$ cat src/rtl/stats_uart_pkg.sv
// Shared constants for the stats UART frame transmitter and its byte serializer.
// Frame layout: header, five 5-bit stats, sleep flag, XOR checksum of the payload.
package stats_uart_pkg;

    localparam int FRAME_LEN     = 8;
    localparam int BITS_PER_BYTE = 8;

    localparam logic [7:0] DEFAULT_HEADER = 8'hA5;

    localparam logic [1:0] ST_IDLE  = 2'd0;
    localparam logic [1:0] ST_START = 2'd1;
    localparam logic [1:0] ST_DATA  = 2'd2;
    localparam logic [1:0] ST_STOP  = 2'd3;

    // Byte slots within a frame.
    localparam logic [2:0] IDX_HEADER    = 3'd0;
    localparam logic [2:0] IDX_HUNGER    = 3'd1;
    localparam logic [2:0] IDX_HAPPINESS = 3'd2;
    localparam logic [2:0] IDX_HYGIENE   = 3'd3;
    localparam logic [2:0] IDX_ENERGY    = 3'd4;
    localparam logic [2:0] IDX_SOCIAL    = 3'd5;
    localparam logic [2:0] IDX_SLEEP     = 3'd6;
    localparam logic [2:0] IDX_CHECKSUM  = 3'd7;

    function automatic logic [7:0] pad_stat(input logic [4:0] value);
        return {3'b000, value};
    endfunction

endpackage

$ cat src/rtl/stats_uart_tx_if.sv
// Stat inputs, send request and serial-side status of the stats UART transmitter.
// The pet logic is the master; the transmitter is the slave.
interface stats_uart_tx_if;

    logic       send;
    logic [4:0] hunger;
    logic [4:0] happiness;
    logic [4:0] hygiene;
    logic [4:0] energy;
    logic [4:0] social;
    logic       is_sleeping;
    logic       uart_tx;
    logic       busy;
    logic       done;

    modport master (
        output send, hunger, happiness, hygiene, energy, social, is_sleeping,
        input  uart_tx, busy, done
    );

    modport slave (
        input  send, hunger, happiness, hygiene, energy, social, is_sleeping,
        output uart_tx, busy, done
    );

endinterface

$ cat src/rtl/uart_tx_byte.sv
// 8N1 byte serializer, LSB first, idle high. A byte offered during the last cycle
// of a stop bit is taken immediately so back-to-back bytes leave no idle gap.
module uart_tx_byte import stats_uart_pkg::*; #(
    parameter int CLKS_PER_BIT = 1042
) (
    input  logic       clk,
    input  logic       reset,
    input  logic       valid,
    input  logic [7:0] data,
    output logic       ready,
    output logic       tx
);

    localparam int CW = (CLKS_PER_BIT > 1) ? $clog2(CLKS_PER_BIT) : 1;
    localparam logic [CW-1:0] BAUD_LAST = CW'(CLKS_PER_BIT - 1);
    localparam logic [2:0]    BIT_LAST  = 3'(BITS_PER_BYTE - 1);

    logic [1:0]    state;
    logic [CW-1:0] baud_cnt;
    logic [2:0]    bit_idx;
    logic [7:0]    shift_reg;
    logic          bit_end;

    assign bit_end = (baud_cnt == BAUD_LAST);
    assign ready   = (state == ST_IDLE) || ((state == ST_STOP) && bit_end);

    // tx is registered and updated on the same edge as the state, so the line never glitches.
    always_ff @(posedge clk or posedge reset) begin
        if (reset) begin
            state     <= ST_IDLE;
            baud_cnt  <= '0;
            bit_idx   <= '0;
            shift_reg <= '0;
            tx        <= 1'b1;
        end else begin
            case (state)
                ST_IDLE: begin
                    baud_cnt <= '0;
                    if (valid) begin
                        state     <= ST_START;
                        shift_reg <= data;
                        tx        <= 1'b0;
                    end
                end
                ST_START: begin
                    if (bit_end) begin
                        baud_cnt <= '0;
                        bit_idx  <= '0;
                        state    <= ST_DATA;
                        tx       <= shift_reg[0];
                    end else begin
                        baud_cnt <= baud_cnt + CW'(1);
                    end
                end
                ST_DATA: begin
                    if (bit_end) begin
                        baud_cnt <= '0;
                        if (bit_idx == BIT_LAST) begin
                            state <= ST_STOP;
                            tx    <= 1'b1;
                        end else begin
                            bit_idx   <= bit_idx + 3'd1;
                            shift_reg <= {1'b0, shift_reg[7:1]};
                            tx        <= shift_reg[1];
                        end
                    end else begin
                        baud_cnt <= baud_cnt + CW'(1);
                    end
                end
                ST_STOP: begin
                    if (bit_end) begin
                        baud_cnt <= '0;
                        if (valid) begin
                            state     <= ST_START;
                            shift_reg <= data;
                            tx        <= 1'b0;
                        end else begin
                            state <= ST_IDLE;
                        end
                    end else begin
                        baud_cnt <= baud_cnt + CW'(1);
                    end
                end
                default: begin
                    state <= ST_IDLE;
                    tx    <= 1'b1;
                end
            endcase
        end
    end

endmodule

$ cat src/rtl/stats_uart_tx.sv
// Sends a snapshot of the pet stats as an 8-byte UART frame on each accepted send.
// Holds the snapshot, picks the next byte and sequences the frame over uart_tx_byte.
module stats_uart_tx import stats_uart_pkg::*; #(
    parameter int         CLKS_PER_BIT = 1042,
    parameter logic [7:0] HEADER       = DEFAULT_HEADER
) (
    input  logic           clk,
    input  logic           reset,
    stats_uart_tx_if.slave bus
);

    logic [4:0] snap_hunger;
    logic [4:0] snap_happiness;
    logic [4:0] snap_hygiene;
    logic [4:0] snap_energy;
    logic [4:0] snap_social;
    logic       snap_sleeping;

    logic [2:0] byte_idx;
    logic [2:0] next_idx;
    logic       busy_q;
    logic       done_q;
    logic       accept;
    logic       frame_last;
    logic       tx_valid;
    logic       tx_ready;
    logic       tx_line;
    logic [7:0] tx_data;
    logic [7:0] checksum;

    assign accept     = bus.send && !busy_q;
    assign next_idx   = byte_idx + 3'd1;
    assign frame_last = (byte_idx == 3'(FRAME_LEN - 1));

    assign checksum = pad_stat(snap_hunger) ^ pad_stat(snap_happiness) ^
                      pad_stat(snap_hygiene) ^ pad_stat(snap_energy) ^
                      pad_stat(snap_social) ^ {7'b0, snap_sleeping};

    // The header needs no snapshot, so it can be handed over on the accepting edge itself.
    always_comb begin
        tx_data = HEADER;
        if (busy_q) begin
            case (next_idx)
                IDX_HEADER:    tx_data = HEADER;
                IDX_HUNGER:    tx_data = pad_stat(snap_hunger);
                IDX_HAPPINESS: tx_data = pad_stat(snap_happiness);
                IDX_HYGIENE:   tx_data = pad_stat(snap_hygiene);
                IDX_ENERGY:    tx_data = pad_stat(snap_energy);
                IDX_SOCIAL:    tx_data = pad_stat(snap_social);
                IDX_SLEEP:     tx_data = {7'b0, snap_sleeping};
                IDX_CHECKSUM:  tx_data = checksum;
                default:       tx_data = HEADER;
            endcase
        end
    end

    assign tx_valid = busy_q ? (tx_ready && !frame_last) : bus.send;

    always_ff @(posedge clk or posedge reset) begin
        if (reset) begin
            busy_q         <= 1'b0;
            done_q         <= 1'b0;
            byte_idx       <= '0;
            snap_hunger    <= '0;
            snap_happiness <= '0;
            snap_hygiene   <= '0;
            snap_energy    <= '0;
            snap_social    <= '0;
            snap_sleeping  <= 1'b0;
        end else begin
            done_q <= 1'b0;
            if (accept) begin
                busy_q         <= 1'b1;
                byte_idx       <= IDX_HEADER;
                snap_hunger    <= bus.hunger;
                snap_happiness <= bus.happiness;
                snap_hygiene   <= bus.hygiene;
                snap_energy    <= bus.energy;
                snap_social    <= bus.social;
                snap_sleeping  <= bus.is_sleeping;
            end else if (busy_q && tx_ready) begin
                if (frame_last) begin
                    busy_q   <= 1'b0;
                    done_q   <= 1'b1;
                    byte_idx <= '0;
                end else begin
                    byte_idx <= next_idx;
                end
            end
        end
    end

    uart_tx_byte #(
        .CLKS_PER_BIT(CLKS_PER_BIT)
    ) u_tx_byte (
        .clk   (clk),
        .reset (reset),
        .valid (tx_valid),
        .data  (tx_data),
        .ready (tx_ready),
        .tx    (tx_line)
    );

    assign bus.uart_tx = tx_line;
    assign bus.busy    = busy_q;
    assign bus.done    = done_q;

endmodule

$ cat src/flat_wrapper.sv
// flat-port wrapper written by rule: the top's interface ports become plain ports
module stats_uart_tx_flat import stats_uart_pkg::*;
#(
    parameter int         CLKS_PER_BIT = 1042,
    parameter logic [7:0] HEADER       = DEFAULT_HEADER
)
  (clk, reset, bus_send, bus_hunger, bus_happiness, bus_hygiene, bus_energy, bus_social, bus_is_sleeping, bus_uart_tx, bus_busy, bus_done);
  stats_uart_tx_if bus_i ();
  input  logic clk;
  input  logic reset;
  input wire logic [$bits(bus_i.send)-1:0] bus_send;
  input wire logic [$bits(bus_i.hunger)-1:0] bus_hunger;
  input wire logic [$bits(bus_i.happiness)-1:0] bus_happiness;
  input wire logic [$bits(bus_i.hygiene)-1:0] bus_hygiene;
  input wire logic [$bits(bus_i.energy)-1:0] bus_energy;
  input wire logic [$bits(bus_i.social)-1:0] bus_social;
  input wire logic [$bits(bus_i.is_sleeping)-1:0] bus_is_sleeping;
  output wire logic [$bits(bus_i.uart_tx)-1:0] bus_uart_tx;
  output wire logic [$bits(bus_i.busy)-1:0] bus_busy;
  output wire logic [$bits(bus_i.done)-1:0] bus_done;
  assign bus_i.send = bus_send;
  assign bus_i.hunger = bus_hunger;
  assign bus_i.happiness = bus_happiness;
  assign bus_i.hygiene = bus_hygiene;
  assign bus_i.energy = bus_energy;
  assign bus_i.social = bus_social;
  assign bus_i.is_sleeping = bus_is_sleeping;
  assign bus_uart_tx = bus_i.uart_tx;
  assign bus_busy = bus_i.busy;
  assign bus_done = bus_i.done;
  stats_uart_tx #(.CLKS_PER_BIT(CLKS_PER_BIT), .HEADER(HEADER)) u_core (.clk(clk), .reset(reset), .bus(bus_i));
endmodule
$ cat config.mk
export PLATFORM = sky130hd
export DESIGN_NAME = stats_uart_tx_flat
export DESIGN_NICKNAME = d
export VERILOG_FILES = /design/src/rtl/stats_uart_pkg.sv /design/src/rtl/stats_uart_tx_if.sv /design/src/rtl/uart_tx_byte.sv /design/src/rtl/stats_uart_tx.sv /design/src/flat_wrapper.sv
export SDC_FILE = /design/constraint.sdc
export NUM_CORES = 1
export LEC_CHECK = 0
export ABC_CLOCK_PERIOD_IN_PS = 2700
export BUFFER_PORTS_ARGS = -buffer_cell sky130_fd_sc_hd__clkbuf_2
export CAP_MARGIN = 5
export CELL_PAD_IN_SITES_DETAIL_PLACEMENT = 0
export CELL_PAD_IN_SITES_GLOBAL_PLACEMENT = 1
export CORE_UTILIZATION = 35
export DETAILED_ROUTE_END_ITERATION = 7
export PLACE_DENSITY_LB_ADDON = 0.1
export SLEW_MARGIN = 10
export SYNTH_ARGS = -nofsm -noshare
export SYNTH_HDL_FRONTEND = slang
export SYNTH_SLANG_ARGS = --single-unit
$ cat constraint.sdc
create_clock -name clk -period 2.7 [get_ports clk]
set_input_delay 0.54 -clock clk [delete_from_list [all_inputs] [get_ports clk]]
set_output_delay 0.54 -clock clk [all_outputs]
set_load 0.005 [all_outputs]
==> summary.md <==
| Metric | Value |
|---|---|
| PD cells | `489 nW/um^2` |
| Minimum hold slack | `239 ps` |
| Count of yosys warnings during synthesis | `0` |
| Post-route clock period utilization | `87.5%` |
| Buffer count from post-CTS setup fixing | `0` |
| Post-synthesis register bit count | `56` |
| Vias in the first global route | `2240` |
| Largest fanout of any net on the critical path | `10` |
| Crit path max-delay family | `compound AO/OA/AOI/OAI gates` |
| Initial drt markers | `92` |
| DRC errors left | `0` |
| Final instance count without filler cells | `412` |
| Total routing resource utilization after global routing | `15.0%` |
| Total count of max-transition violations in the final report | `0` |
| Largest net degree at the start of global routing | `31` |
| Antenna-violating nets left | `0` |
| Most used standard cell by instance count after synthesis | `sky130_fd_sc_hd__dfrtp_1` |
| CTS sink cnt | `56` |
| Sequential area share after synthesis | `44.8%` |
| Max-cap violation count | `0` |
| Layout cells sized above 1 | `29.6%` |
| Clock period minus final worst setup slack | `2360 ps` |
| Delay of the slowest cell on the worst path | `510 ps` |
| Unrepaired setup endpoints after global routing | `false` |
| Biggest area contributors in the synthesized netlist | `sky130_fd_sc_hd__dfrtp_1, sky130_fd_sc_hd__mux2_2, sky130_fd_sc_hd__ha_1` |
| Run status | `complete, no violations` |
| Overall overflow remaining after global route | `0` |
| Gate count after technology mapping | `270` |
| Final setup violating endpoints | `0` |
| Worst Path Class, Setup | `reg -> reg` |
| Largest register FFs | `11` |
| Transition time at the pin with the least slew margin | `528 ps` |
| Netlist area before placement | `3130 sq um` |
| Average routed wire per standard cell | `15.5 um` |
| Detailed-routing iteration count for the pre-antenna-repair pass | `4` |
| Number of buffers inserted by port buffering | `31` |
| Post-place instance area | `3430 sq um` |
| Nets | `349` |
| # placed instances | `405` |
| Ant. Diodes | `0` |
| Aggregate routed wire length | `6390 um` |
| Worst min-delay path class | `in -> async` |
| Via count | `2133` |
| Layout overhead on the synthesized area | `12.3%` |
| Number of library cell types mapped by synthesis | `56` |
| Setup TNS | `0 ps` |
| Least setup slack across all paths after layout | `336 ps` |
| Net count after synthesis | `315` |
| Initial standard-cell utilization of the core | `36.1%` |
| Clock Tree Buf Depth | `2` |
| Post-detailed-route via-to-cell ratio | `5.18` |
| Total number of H-tree levels | `2` |
| Area of the die | `9330 sq um` |
| Worst-path cell chain | `ha_1 > ha_1 > a2111o_1 > nand2_1 > a211o_1 > and4_2 > a211o_1` |
| Signal arrival time at the worst endpoint | `2570 ps` |
| Cell taking the most area after synthesis | `sky130_fd_sc_hd__dfrtp_1` |
| Leak pwr | `1.63 nW` |
| Fraction of synthesis flops using an asynchronous set or reset pin | `100%` |
| Number of enable-type register cells in the synthesized netlist | `0` |
| Buffering stage count on the worst path with inverters included | `0` |
| Cell types with the highest counts after synthesis | `sky130_fd_sc_hd__dfrtp_1, sky130_fd_sc_hd__mux2_2, sky130_fd_sc_hd__nor2_1` |
| Antenna violations before repair | `0` |
| Number of buffers created by CTS | `5` |
| Finished layout cell area | `3520 sq um` |
| CTS Root Cell | `sky130_fd_sc_hd__clkbuf_8` |
| Utilization after layout | `40.5%` |
| Total power | `1.72 mW` |
| Num rows | `34` |
| CP Capture Type | `flop` |
| Highest Clock Rate | `423 MHz` |
| Area inside the core boundary | `8680 sq um` |
| Share of the synthesized area in the top cell type | `43.9%` |
| Clock latency at the later pin of the worst-skew pair | `310 ps` |
| Critical Path Source Type | `flop` |
| Detailed placement HPWL | `4680 um` |
| Worst EP required | `2900 ps` |
| Most frequently used flop master after synthesis | `sky130_fd_sc_hd__dfrtp_1` |
| Wire length of the first global-routing pass | `11300 um` |
| Top-level port count | `32` |
| CTS tree | `built` |
| Die extent in x | `96.6 um` |
| Hold Fails Final Rpt | `0` |
| Routability cong. | `0.711` |
| Clock Skews | `6.19 ps` |
| Clock slew seen by the registers of the worst setup and hold paths | `100 ps` |
| Worst-path cell with the longest stage delay | `sky130_fd_sc_hd__ha_1` |
| VDD IR-drop max | `0.000240 V` |
| Number of instances resized during post-cts repair | `0` |
| Setup Slack @ Placement | `366 ps` |
| Hold Buf Count CTS | `0` |
| Slew Limit Headroom | `64.8%` |
| Synthesized area per cell | `11.6 sq um` |
| Y dimension of the die | `96.6 um` |
## final cells by class
class / instances / area [sq um]
flip-flops and latches: 56 / 1400
repair buffers: 36 / 193
clock buffers: 6 / 82.6
fillers: 860 / 5160
multi-input cells: 196 / 1660
well taps: 108 / 135
inverters: 9 / 33.8
clock inverters: 1 / 8.76
## placed cells by master (no fill, tap or decap), types with 2 or more instances in the layout
cell type and n:
sky130_fd_sc_hd__nor2_1 23, sky130_fd_sc_hd__ha_1 16, sky130_fd_sc_hd__and4_2 2, sky130_fd_sc_hd__a22oi_1 2, sky130_fd_sc_hd__a21oi_1 4, sky130_fd_sc_hd__clkbuf_8 6
sky130_fd_sc_hd__inv_1 8, sky130_fd_sc_hd__and3_2 3, sky130_fd_sc_hd__xor2_1 8, sky130_fd_sc_hd__a222oi_1 3, sky130_fd_sc_hd__xnor2_1 12, sky130_fd_sc_hd__and2_1 3
sky130_fd_sc_hd__and3_1 2, sky130_fd_sc_hd__o2111ai_1 2, sky130_fd_sc_hd__nand3_1 7, sky130_fd_sc_hd__nand4_1 2, sky130_fd_sc_hd__xnor3_1 5, sky130_fd_sc_hd__a211o_1 2
sky130_fd_sc_hd__dfrtp_1 55, sky130_fd_sc_hd__clkbuf_2 31, sky130_fd_sc_hd__a221o_1 3, sky130_fd_sc_hd__o21ai_0 6, sky130_fd_sc_hd__a22o_1 7, sky130_fd_sc_hd__buf_4 5
sky130_fd_sc_hd__o21ai_4 2, sky130_fd_sc_hd__a31o_2 2, sky130_fd_sc_hd__a211oi_1 7, sky130_fd_sc_hd__a31oi_1 2, sky130_fd_sc_hd__mux2_2 29, sky130_fd_sc_hd__nand2_1 12
sky130_fd_sc_hd__nand2b_1 4
## worst reg2reg max path, delay by kind of cell, from the launching register on
kind / cells / cell delay (ps)
and+or+nand+nor: 2 / 330
adders and majority gates: 2 / 730
DFF: 1 / 450
AOI/OAI and AO/OA: 3 / 740
## kinds of logic after synthesis
family / Yosys count / share of synthesized area, %
AOI/OAI and AO/OA: 57 / 14.9
muxes: 30 / 10.7
buffers and inverters: 18 / 2.24
adders and majority gates: 16 / 6.39
DFF: 56 / 44.8
and+or+nand+nor: 68 / 11.8
xor gates and xnor gates: 25 / 9.19
## final timing paths
check                                               from                            end  slack [ps]  cells after the start
min reg2reg                u_core.u_tx_byte.shift_reg[6]  u_core.u_tx_byte.shift_reg[6]         520                      1
max in group asynchronous                          reset            u_core.u_tx_byte.tx        1740                      3
max                                   u_core.byte_idx[0]  u_core.u_tx_byte.shift_reg[2]         340                      7
max reg2reg                           u_core.byte_idx[0]  u_core.u_tx_byte.shift_reg[2]         340                      7
min                                                reset             u_core.byte_idx[0]         240                      2
min in group clk                           bus_hunger[0]          u_core.snap_hunger[0]         460                      2
## where the power goes
part | internal (mW) | switching [mW]
clock network | 0.206 | 0.273
logic | 0.180 | 0.126
registers | 0.888 | 0.0485
## routing by layer
metal  up-vias  part of all wire, %  GRT usage, %
met5         -                    0             0
met4         0                 0.67          3.79
met3         2                  3.4          2.67
met2        28                   44          23.2
met1      1054                   51          21.6
li1       1049                    -             -
No activity file was read; power rests on OpenSTA's default activity.
